`config.mk`:
```
export PLATFORM = sky130hd
export DESIGN_NAME = spi_shift_clock_ctrl
export DESIGN_NICKNAME = d
export VERILOG_FILES = /design/src/rtl/spi_shift_clock_ctrl_pkg.sv /design/src/rtl/spi_shift_clock_ctrl_baud.sv /design/src/rtl/spi_shift_clock_ctrl.sv
export SDC_FILE = /design/constraint.sdc
export NUM_CORES = 1
export LEC_CHECK = 0
export ABC_AREA = 1
export ABC_CLOCK_PERIOD_IN_PS = 4100
export CAP_MARGIN = 15
export CORE_MARGIN = 4
export CORE_UTILIZATION = 50
export CTS_CLUSTER_DIAMETER = 80
export DETAILED_ROUTE_END_ITERATION = 7
export HOLD_SLACK_MARGIN = 0.1
export PLACE_DENSITY = 0.74
export SLEW_MARGIN = 20
export SYNTH_ARGS = -nofsm -noshare
export SYNTH_HDL_FRONTEND = slang
export SYNTH_SLANG_ARGS = --single-unit
```
`constraint.sdc`:
```
create_clock -name pclk -period 4.1 [get_ports pclk]
set_input_delay 0.82 -clock pclk [delete_from_list [all_inputs] [get_ports pclk]]
set_output_delay 0.82 -clock pclk [all_outputs]
set_load 0.02 [all_outputs]
```
`src/rtl/spi_shift_clock_ctrl_pkg.sv`:
```
// Shared types for the SPI shift-clock controller.
// Control bundle from the register block and FSM state encoding.
package spi_shift_clock_ctrl_pkg;

    localparam int SPI_DATALEN_W = 5;
    localparam int SPI_BR_W      = 8;

    typedef struct packed {
        logic                     mclk_sel;
        logic                     cpol;
        logic                     mstr;
        logic                     cpha;
        logic [SPI_DATALEN_W-1:0] datalen;
        logic [SPI_BR_W-1:0]      spi_br;
        logic                     transfer_start;
    } sc2scc_t;

    typedef enum logic [1:0] {
        IDLE,
        RUN,
        DONE,
        CMPL_WAIT
    } scc_state_e;

endpackage

```
`src/rtl/spi_shift_clock_ctrl_baud.sv`:
```
// Baud divider: one-cycle tick every H pclk while enabled.
// H = spi_br+1, or (spi_br+1)*4 when mclk_sel is set.
module spi_baud_divider
    import spi_shift_clock_ctrl_pkg::*;
#(
    parameter int BR_W = SPI_BR_W
) (
    input  logic            pclk,
    input  logic            preset,
    input  logic            clr,
    input  logic            en,
    input  logic [BR_W-1:0] spi_br,
    input  logic            mclk_sel,
    output logic            tick
);

    localparam logic [BR_W+1:0] ONE = 1;

    logic [BR_W+1:0] cnt;
    logic [BR_W+1:0] lim;

    // Terminal count is H-1; the x4 prescale is a 2-bit shift with ones fill.
    always_comb begin
        lim  = mclk_sel ? {spi_br, 2'b11} : {2'b00, spi_br};
        tick = en && (cnt == lim);
    end

    // Free-running count while enabled, wrapping at the terminal count.
    always_ff @(posedge pclk or posedge preset) begin
        if (preset) begin
            cnt <= '0;
        end else if (clr) begin
            cnt <= '0;
        end else if (en) begin
            cnt <= tick ? '0 : cnt + ONE;
        end
    end

endmodule

```
`src/rtl/spi_shift_clock_ctrl.sv`:
```
// SPI bit-clock engine: generates or tracks SCK and issues
// load/shift/sample strobes to the data shifter.
module spi_shift_clock_ctrl
    import spi_shift_clock_ctrl_pkg::*;
#(
    parameter int SYNC_STAGES = 2,
    parameter int DATALEN_W   = SPI_DATALEN_W,
    parameter int BR_W        = SPI_BR_W
) (
    input  logic                 pclk,
    input  logic                 preset,
    input  sc2scc_t              sc2scc_control,
    input  logic                 swr,
    output logic                 transfer_start_ack,
    output logic                 transfer_complete,
    input  logic                 transfer_complete_ack,
    input  logic                 sck_in,
    output logic                 sck_out,
    output logic                 sck_oe,
    output logic                 load_en,
    output logic                 shift_en,
    output logic                 sample_en,
    output logic [DATALEN_W-1:0] bit_cnt,
    output logic                 busy
);

    localparam logic [DATALEN_W:0]   E_ONE = 1;
    localparam logic [DATALEN_W-1:0] B_ONE = 1;

    scc_state_e state;
    scc_state_e next_state;

    logic                 c_sel;
    logic                 c_mstr;
    logic                 c_cpha;
    logic [DATALEN_W-1:0] c_dl;
    logic [BR_W-1:0]      c_br;

    logic [SYNC_STAGES-1:0] sync;
    logic                   sync_prev;
    logic [DATALEN_W:0]     edge_cnt;
    logic                   fin;
    logic                   tick;
    logic                   start_take;
    logic                   ev;
    logic                   last_edge;
    logic                   do_shift;
    logic                   do_sample;

    spi_baud_divider #(.BR_W(BR_W)) u_div (
        .pclk     (pclk),
        .preset   (preset),
        .clr      (swr || (state != RUN)),
        .en       ((state == RUN) && c_mstr && !fin),
        .spi_br   (c_br),
        .mclk_sel (c_sel),
        .tick     (tick)
    );

    assign busy              = (state != IDLE);
    assign transfer_complete = (state == DONE);
    assign sck_oe            = c_mstr && busy;

    // Edge event and strobe decode from the index of the edge in flight.
    always_comb begin
        start_take = (state == IDLE) && sc2scc_control.transfer_start
                     && !transfer_start_ack;
        ev        = (state == RUN) && !fin
                    && (c_mstr ? tick : (sync[SYNC_STAGES-1] ^ sync_prev));
        last_edge = (edge_cnt == {c_dl, 1'b1});
        do_sample = ev && (edge_cnt[0] == c_cpha);
        do_shift  = ev && (edge_cnt[0] != c_cpha)
                    && !(!c_cpha && last_edge)
                    && !(c_cpha && (edge_cnt == '0));
    end

    // Next-state logic; soft reset overrides everything.
    always_comb begin
        next_state = state;
        unique case (state)
            IDLE:      if (start_take) next_state = RUN;
            RUN:       if (fin) next_state = DONE;
            DONE:      if (transfer_complete_ack) next_state = CMPL_WAIT;
            CMPL_WAIT: if (!transfer_complete_ack) next_state = IDLE;
            default:   next_state = IDLE;
        endcase
        if (swr) next_state = IDLE;
    end

    // State register.
    always_ff @(posedge pclk or posedge preset) begin
        if (preset) state <= IDLE;
        else        state <= next_state;
    end

    // External SCK synchroniser plus previous-value flop for edge detect.
    always_ff @(posedge pclk or posedge preset) begin
        if (preset) begin
            sync      <= '0;
            sync_prev <= 1'b0;
        end else begin
            sync      <= {sync[SYNC_STAGES-2:0], sck_in};
            sync_prev <= sync[SYNC_STAGES-1];
        end
    end

    // Config latch, SCK, edge/bit counters, strobes and start ack.
    always_ff @(posedge pclk or posedge preset) begin
        if (preset) begin
            c_sel              <= 1'b0;
            c_mstr             <= 1'b0;
            c_cpha             <= 1'b0;
            c_dl               <= '0;
            c_br               <= '0;
            sck_out            <= 1'b0;
            edge_cnt           <= '0;
            bit_cnt            <= '0;
            fin                <= 1'b0;
            load_en            <= 1'b0;
            shift_en           <= 1'b0;
            sample_en          <= 1'b0;
            transfer_start_ack <= 1'b0;
        end else if (swr) begin
            c_sel              <= 1'b0;
            c_mstr             <= 1'b0;
            c_cpha             <= 1'b0;
            c_dl               <= '0;
            c_br               <= '0;
            sck_out            <= sc2scc_control.cpol;
            edge_cnt           <= '0;
            bit_cnt            <= '0;
            fin                <= 1'b0;
            load_en            <= 1'b0;
            shift_en           <= 1'b0;
            sample_en          <= 1'b0;
            transfer_start_ack <= 1'b0;
        end else begin
            load_en   <= start_take;
            shift_en  <= do_shift;
            sample_en <= do_sample;
            if (start_take) begin
                transfer_start_ack <= 1'b1;
            end else if (!sc2scc_control.transfer_start) begin
                transfer_start_ack <= 1'b0;
            end
            if (start_take) begin
                c_sel    <= sc2scc_control.mclk_sel;
                c_mstr   <= sc2scc_control.mstr;
                c_cpha   <= sc2scc_control.cpha;
                c_dl     <= sc2scc_control.datalen;
                c_br     <= sc2scc_control.spi_br;
                sck_out  <= sc2scc_control.cpol;
                edge_cnt <= '0;
                bit_cnt  <= '0;
                fin      <= 1'b0;
            end else if (state == IDLE) begin
                sck_out <= sc2scc_control.cpol;
            end else if (ev) begin
                if (c_mstr) sck_out <= ~sck_out;
                if (last_edge) fin <= 1'b1;
                else           edge_cnt <= edge_cnt + E_ONE;
                if (do_shift)  bit_cnt <= bit_cnt + B_ONE;
            end
        end
    end

endmodule

```
==> results of run 1 <==
-- cells in the mapped netlist, types with 8 or more instances --
cell type	count	share of area, %
nand4_1	9	2.1
nand3_1	33	6.1
nor2_1	32	4.4
dfrtp_1	48	44
o21ai_0	23	4.2
nand2_1	87	12
ha_1	8	3.7
xor2_1	10	3.2
inv_1	42	5.8
-- layer usage --
layer	part of all wire (%)	GRT usage, %	vias up
met5	0	0	-
met3	5.5	4.386	13
met1	47	28.06	1149
met2	46	33.39	72
met4	1.6	5.980	0
li1	-	-	1188
-- cell type report --
cell class              count  area [sq um]  area share (%)
multi-input cells         247          1280           39.73
inverters                  44         166.4           5.165
repair buffers             36         357.8           11.11
well taps                  70         87.58           2.718
flip-flops and latches     48          1201           37.28
clock buffers               5         68.82           2.136
clock inverters             2         60.06           1.864
-- state kept, by name (all words and copies together) (netlist names) --
register            count
c_br                    8
edge_cnt                6
load_en                 1
shift_en                1
sync_prev               1
c_dl                    5
c_cpha                  1
sck_out                 1
sample_en               1
c_mstr                  1
bit_cnt                 5
u_div.cnt              10
transfer_start_ack      1
sync                    2
state                   2
fin                     1
c_sel                   1
-- worst max-delay path by stage --
stage / start / to / depth (start not counted)
floorplan: swr / edge_cnt[0] / 9
global placement: sc2scc_control[0] / edge_cnt[0] / 10
detailed placement: swr / edge_cnt[0] / 8
CTS: swr / edge_cnt[0] / 8
global route: sc2scc_control[0] / edge_cnt[3] / 10
finish: swr / edge_cnt[0] / 8
-- power breakdown --
group | internal, W | switching, W | leakage [nW]
Clock | 0.000240 | 0.000164 | 0.0642
Combinational | 0.000188 | 0.000335 | 0.761
Sequential | 0.000537 | 0.0000673 | 0.649
-- cell families after synthesis --
group | count (synthesis) | share of synthesized area [%]
simple gates | 179 | 28.94
buf+inv | 53 | 8.617
compound gates | 49 | 10.88
xor+xnor | 10 | 3.226
fa+ha+maj | 8 | 3.687
flops | 48 | 44.24
mux | 1 | 0.4147
-- worst max-delay path, stage by stage --
cell             delay (ps)
clkdlybuf4s50_1         570
nor2_4                  410
clkinv_1                530
nor2_1                  280
nor2_1                   80
nand2_2                 240
nand2_1                 120
o21ai_2                  60
-- cell usage in the layout (no fill, tap or decap), types with 3 or more instances in the layout --
cell / n
nand2_1: 87
dfrtp_1: 48
inv_1: 41
clkdlybuf4s50_1: 35
nand3_1: 33
nor2_1: 32
o21ai_0: 23
xor2_1: 10
nand4_1: 9
ha_1: 8
a21oi_1: 6
nand2_2: 6
nor3_1: 6
o21ai_2: 6
o22ai_1: 5
clkbuf_8: 5
a22o_1: 3
-- per-stage QoR --
stage | instances | setup slack, ps | utilization [%]
final | 452 | 1213 | 62.29
after global routing | 452 | 1006 | 62.29
after CTS | 452 | 1223 | 62.26
after detailed placement | 445 | 898.3 | 59.77
after global placement | 445 | 1056 | 59.77
after floorplan | 348 | 2107 | -
==> summary.txt, run 1 <==
outcome: completed
clock latency on the worst-skew pair: 310 ps
register bit count reported by yosys: 48
Worst Hold Class: register to register
maximum capacitance violations: 0
CP arrival: 3120 ps
vias in the first global route: 2325
synth-to-layout area growth: 18.66%
share of post-route cells with drive strength above 1: 7.592%
first-pass GRT wire length: 10630 um
leakage: 1.474 nW
drt first-iter violations: 145
setup TNS: 0 ps
IO Port Bufs: 35
Top FF cell, synth: dfrtp_1
root buffer cell: clkbuf_8
EDFF count, synth: 0
sequential area share after synthesis: 44.24%
Global Route Usage Sum: 20.67%
Async SR Flop Fraction: 100.0%
DP Area: 3092 sq um
Worst R2R Start: state[0]
CTS tree: done
core region area: 5172 sq um
effective utilization at floorplan: 52.49%
worst vdd ir: 0.0002920 V
number of CTS-inserted buffers: 5
Setup Fix Bufs, Post-CTS: 0
htree depth: 2
number of cells produced by synthesis: 348
post_cts resized: 0
Critical Path RT: 4340 ps
NumNets Final: 413
FF-to-FF End: edge_cnt[0]
overall die width: 81.69 um
Die ar.: 6673 sq um
power after layout: 0.001531 W
Tmin final: 2887 ps
post-synthesis cell area: 2715 sq um
Wirelength per Cell: 13.77 um
Mapped Avg Cell Area: 7.802 sq um
final instance area: 3222 sq um
pwr dens: 475.3 nW/um^2
endpoints failing hold: 0
diode count: 0
Reg2Reg Depth: 11
initial antenna violation count: 0
worst hold endpoint: sync[1]
period utilization: 70.41%
Hold-fix buffers, CTS: 0
crit end category: register
Worst-Margin Slew: 831.9 ps
RSZ-0062 raised after global routing: false
DR pass1 iterations: 4
total congestion overflow: 0
Slew HR: 44.48%
Max Freq: 0.3464 GHz
largest net degree at the start of global routing: 49
Vias/cell: 5.358
HPWL after DPL: 4463 um
final wirelength: 6225 um
Routability Congestion: 0.8293
Worst Skew: 6.923 ps
Routed Antenna Nets: 0
Setup violations, final: 0
die height: 81.69 um
critical path class: input pin to register
Clock transition at path regs: 90 ps
startpoint types: input pin
FF-to-FF setup slack: 1340 ps
clock tree sinks: 48
FP Rows: 26
vias after detailed routing: 2422
Clock Tree Buf Depth: 2
# DRC: 0
CP Max Fanout: 19
Synthesized Nets: 379
post-synth cell types: 30
yosys warns: 0
# IOs: 36
Filler Cells Inserted: 461
worst hold slack: 361.2 ps
fin. max-slew vios: 0
worst hold start: sync[0]
hold path depth: 0
Power figures use the tool's default switching activity.
==> run 2, diff against run 1 <==
--- a/config.mk
+++ b/config.mk
@@ -6,7 +6,7 @@
 export NUM_CORES = 1
 export LEC_CHECK = 0
 export ABC_AREA = 1
-export ABC_CLOCK_PERIOD_IN_PS = 4100
+export ABC_CLOCK_PERIOD_IN_PS = 2800
 export CAP_MARGIN = 15
 export CORE_MARGIN = 4
 export CORE_UTILIZATION = 50
==> constraint.sdc (replaced) <==
create_clock -name pclk -period 2.8 [get_ports pclk]
set_input_delay 0.56 -clock pclk [delete_from_list [all_inputs] [get_ports pclk]]
set_output_delay 0.56 -clock pclk [all_outputs]
set_load 0.02 [all_outputs]
==> summary.txt, run 2 (synthesized netlist as in run 1, its figures left out) <==
Largest regs: u_div.cnt (10), c_br (8), edge_cnt (6) (unchanged)
Worst Skew: 9.731 ps (was 6.923 ps)
IO Port Bufs: 35 (unchanged)
initial antenna violation count: 0 (unchanged)
diode count: 0 (unchanged)
DR pass1 iterations: 4 (unchanged)
largest net degree at the start of global routing: 30 (was 49)
worst vdd ir: 0.0004375 V (was 0.0002920 V)
vias after detailed routing: 2366 (was 2422)
Vias/cell: 5.177 (was 5.358)
CP Max Fanout: 7 (was 19)
Worst R2R Start: c_sel (was state[0])
Setup Fix Bufs, Post-CTS: 0 (unchanged)
setup TNS: 0 ps (unchanged)
Routed Antenna Nets: 0 (unchanged)
CP arrival: 1950 ps (was 3120 ps)
Worst-Margin Slew: 597.8 ps (was 831.9 ps)
Die ar.: 6673 sq um (unchanged)
startpoint types: register (was input pin)
pwr dens: 649.9 nW/um^2 (was 475.3 nW/um^2)
synth-to-layout area growth: 18.89% (was 18.66%)
die height: 81.69 um (unchanged)
HPWL after DPL: 4493 um (was 4463 um)
most frequent cells in the layout: nand2_1 (87), dfrtp_1 (48), inv_1 (41) (unchanged)
maximum capacitance violations: 0 (unchanged)
max FFs per register: 10 (unchanged)
RSZ-0062 raised after global routing: false (unchanged)
post_cts resized: 0 (unchanged)
overall die width: 81.69 um (unchanged)
CTS tree: done (unchanged)
share of post-route cells with drive strength above 1: 8.527% (was 7.592%)
NumNets Final: 417 (was 413)
core region area: 5172 sq um (unchanged)
htree depth: 2 (unchanged)
Tmin final: 2513 ps
Final Non-Filler Cells: 457 (was 452)
number of CTS-inserted buffers: 5 (unchanged)
final wirelength: 6020 um (was 6225 um)
Top reg by flops: u_div.cnt (unchanged)
worst hold start: sync[0] (unchanged)
endpoints failing hold: 0 (unchanged)
# DRC: 0 (unchanged)
worst hold slack: 366.7 ps (was 361.2 ps)
root buffer cell: clkbuf_8 (unchanged)
first-pass GRT wire length: 10620 um (was 10630 um)
critical path class: register to output port (was input pin to register)
Placed Instances: 449 (was 445)
# IOs: 36 (unchanged)
leakage: 1.477 nW (was 1.474 nW)
Filler Cells Inserted: 458 (was 461)
clock tree sinks: 48 (unchanged)
power after layout: 0.002098 W (was 0.001531 W)
effective utilization at floorplan: 52.49% (unchanged)
crit end category: output port (was register)
worst hold endpoint: sync[1] (unchanged)
Wirelength per Cell: 13.17 um (was 13.77 um)
Worst Hold Class: register to register (unchanged)
Hold-fix buffers, CTS: 0 (unchanged)
Critical Path RT: 2240 ps (was 4340 ps)
total congestion overflow: 0 (unchanged)
hold path depth: 0 (unchanged)
clock latency on the worst-skew pair: 310 ps (about the same)
Routability Congestion: 0.8911 (was 0.8293)
outcome: completed (unchanged)
Setup violations, final: 0 (unchanged)
FF-to-FF setup slack: 550 ps (was 1340 ps)
vias in the first global route: 2279 (was 2325)
Reg2Reg Depth: 13 (was 11)
fin. max-slew vios: 0 (unchanged)
FP Rows: 26 (unchanged)
FF-to-FF End: edge_cnt[3] (was edge_cnt[0])
Clock Tree Buf Depth: 2 (unchanged)
Slew HR: 60.09% (was 44.48%)
drt first-iter violations: 138 (was 145)
Global Route Usage Sum: 20.75% (was 20.67%)
Max Freq: 0.3979 GHz
period utilization: 89.76%
most common cell after layout, fill and taps aside: nand2_1 (unchanged)
Clock transition at path regs: 90 ps (about the same)
[run 2: changes by cell type in the layout (fill, tap and decap cells not counted)]
cell        previous run  this run
clkinvlp_4             0         1
inv_2                  1         2
clkbuf_8               5         6
clkbuf_1               0         1
buf_4                  1         4
clkinv_2               1         0
bufinv_16              2         0
buf_12                 0         1
[run 2: metal layers]
layer	part of all wire (%)	global-route usage, %	up-vias
met5	0	0	-
met4	1.2	5.814	0
met3	5.1	3.838	7
met2	46	33.31	53
met1	48	28.83	1108
li1	-	-	1198
[run 2: layout make-up]
class | instances | area [sq um] | area share (%)
multi-input cells | 247 | 1280 | 39.65
flip-flops and latches | 48 | 1201 | 37.21
repair buffers | 40 | 400.4 | 12.40
inverters | 44 | 165.2 | 5.116
well taps | 70 | 87.58 | 2.713
clock buffers | 7 | 86.33 | 2.674
clock inverters | 1 | 7.507 | 0.2326
[run 2: how the worst max path moves through the flow]
stage               depth (start not counted)  startpoint  slack (ps)            to
floorplan                                  16    state[1]         950   edge_cnt[0]
global placement                            8         swr         540  u_div.cnt[7]
detailed placement                          8         swr         490  u_div.cnt[7]
CTS                                         4    state[0]         300          busy
global route                                4    state[0]         210          busy
finish                                      4    state[0]         290          busy
[run 2: worst max-delay path: stages, from the launching register on]
cell and delay [ps]:
dfrtp_1 390, inv_1 100, ha_1 290, inv_1 210, clkdlybuf4s50_1 650
[run 2: per-stage QoR]
stage | worst slack (ps) | instance area [sq um] | utilization [%]
2_1_floorplan | 945.4 | 2715 | -
3_3_place_gp | 542.3 | 3134 | 60.60
3_5_place_dp | 494.3 | 3134 | 60.60
4_1_cts | 295.9 | 3228 | 62.41
5_1_grt | 206.7 | 3228 | 62.41
6_report | 286.7 | 3228 | 62.41
[run 2: where the power goes]
| part | switching (W) | internal (W) |
|---|---|---|
| clock network | 0.000234 | 0.000201 |
| logic | 0.000495 | 0.000289 |
| registers | 0.0000934 | 0.000786 |
| total | 0.000822 | 0.00128 |
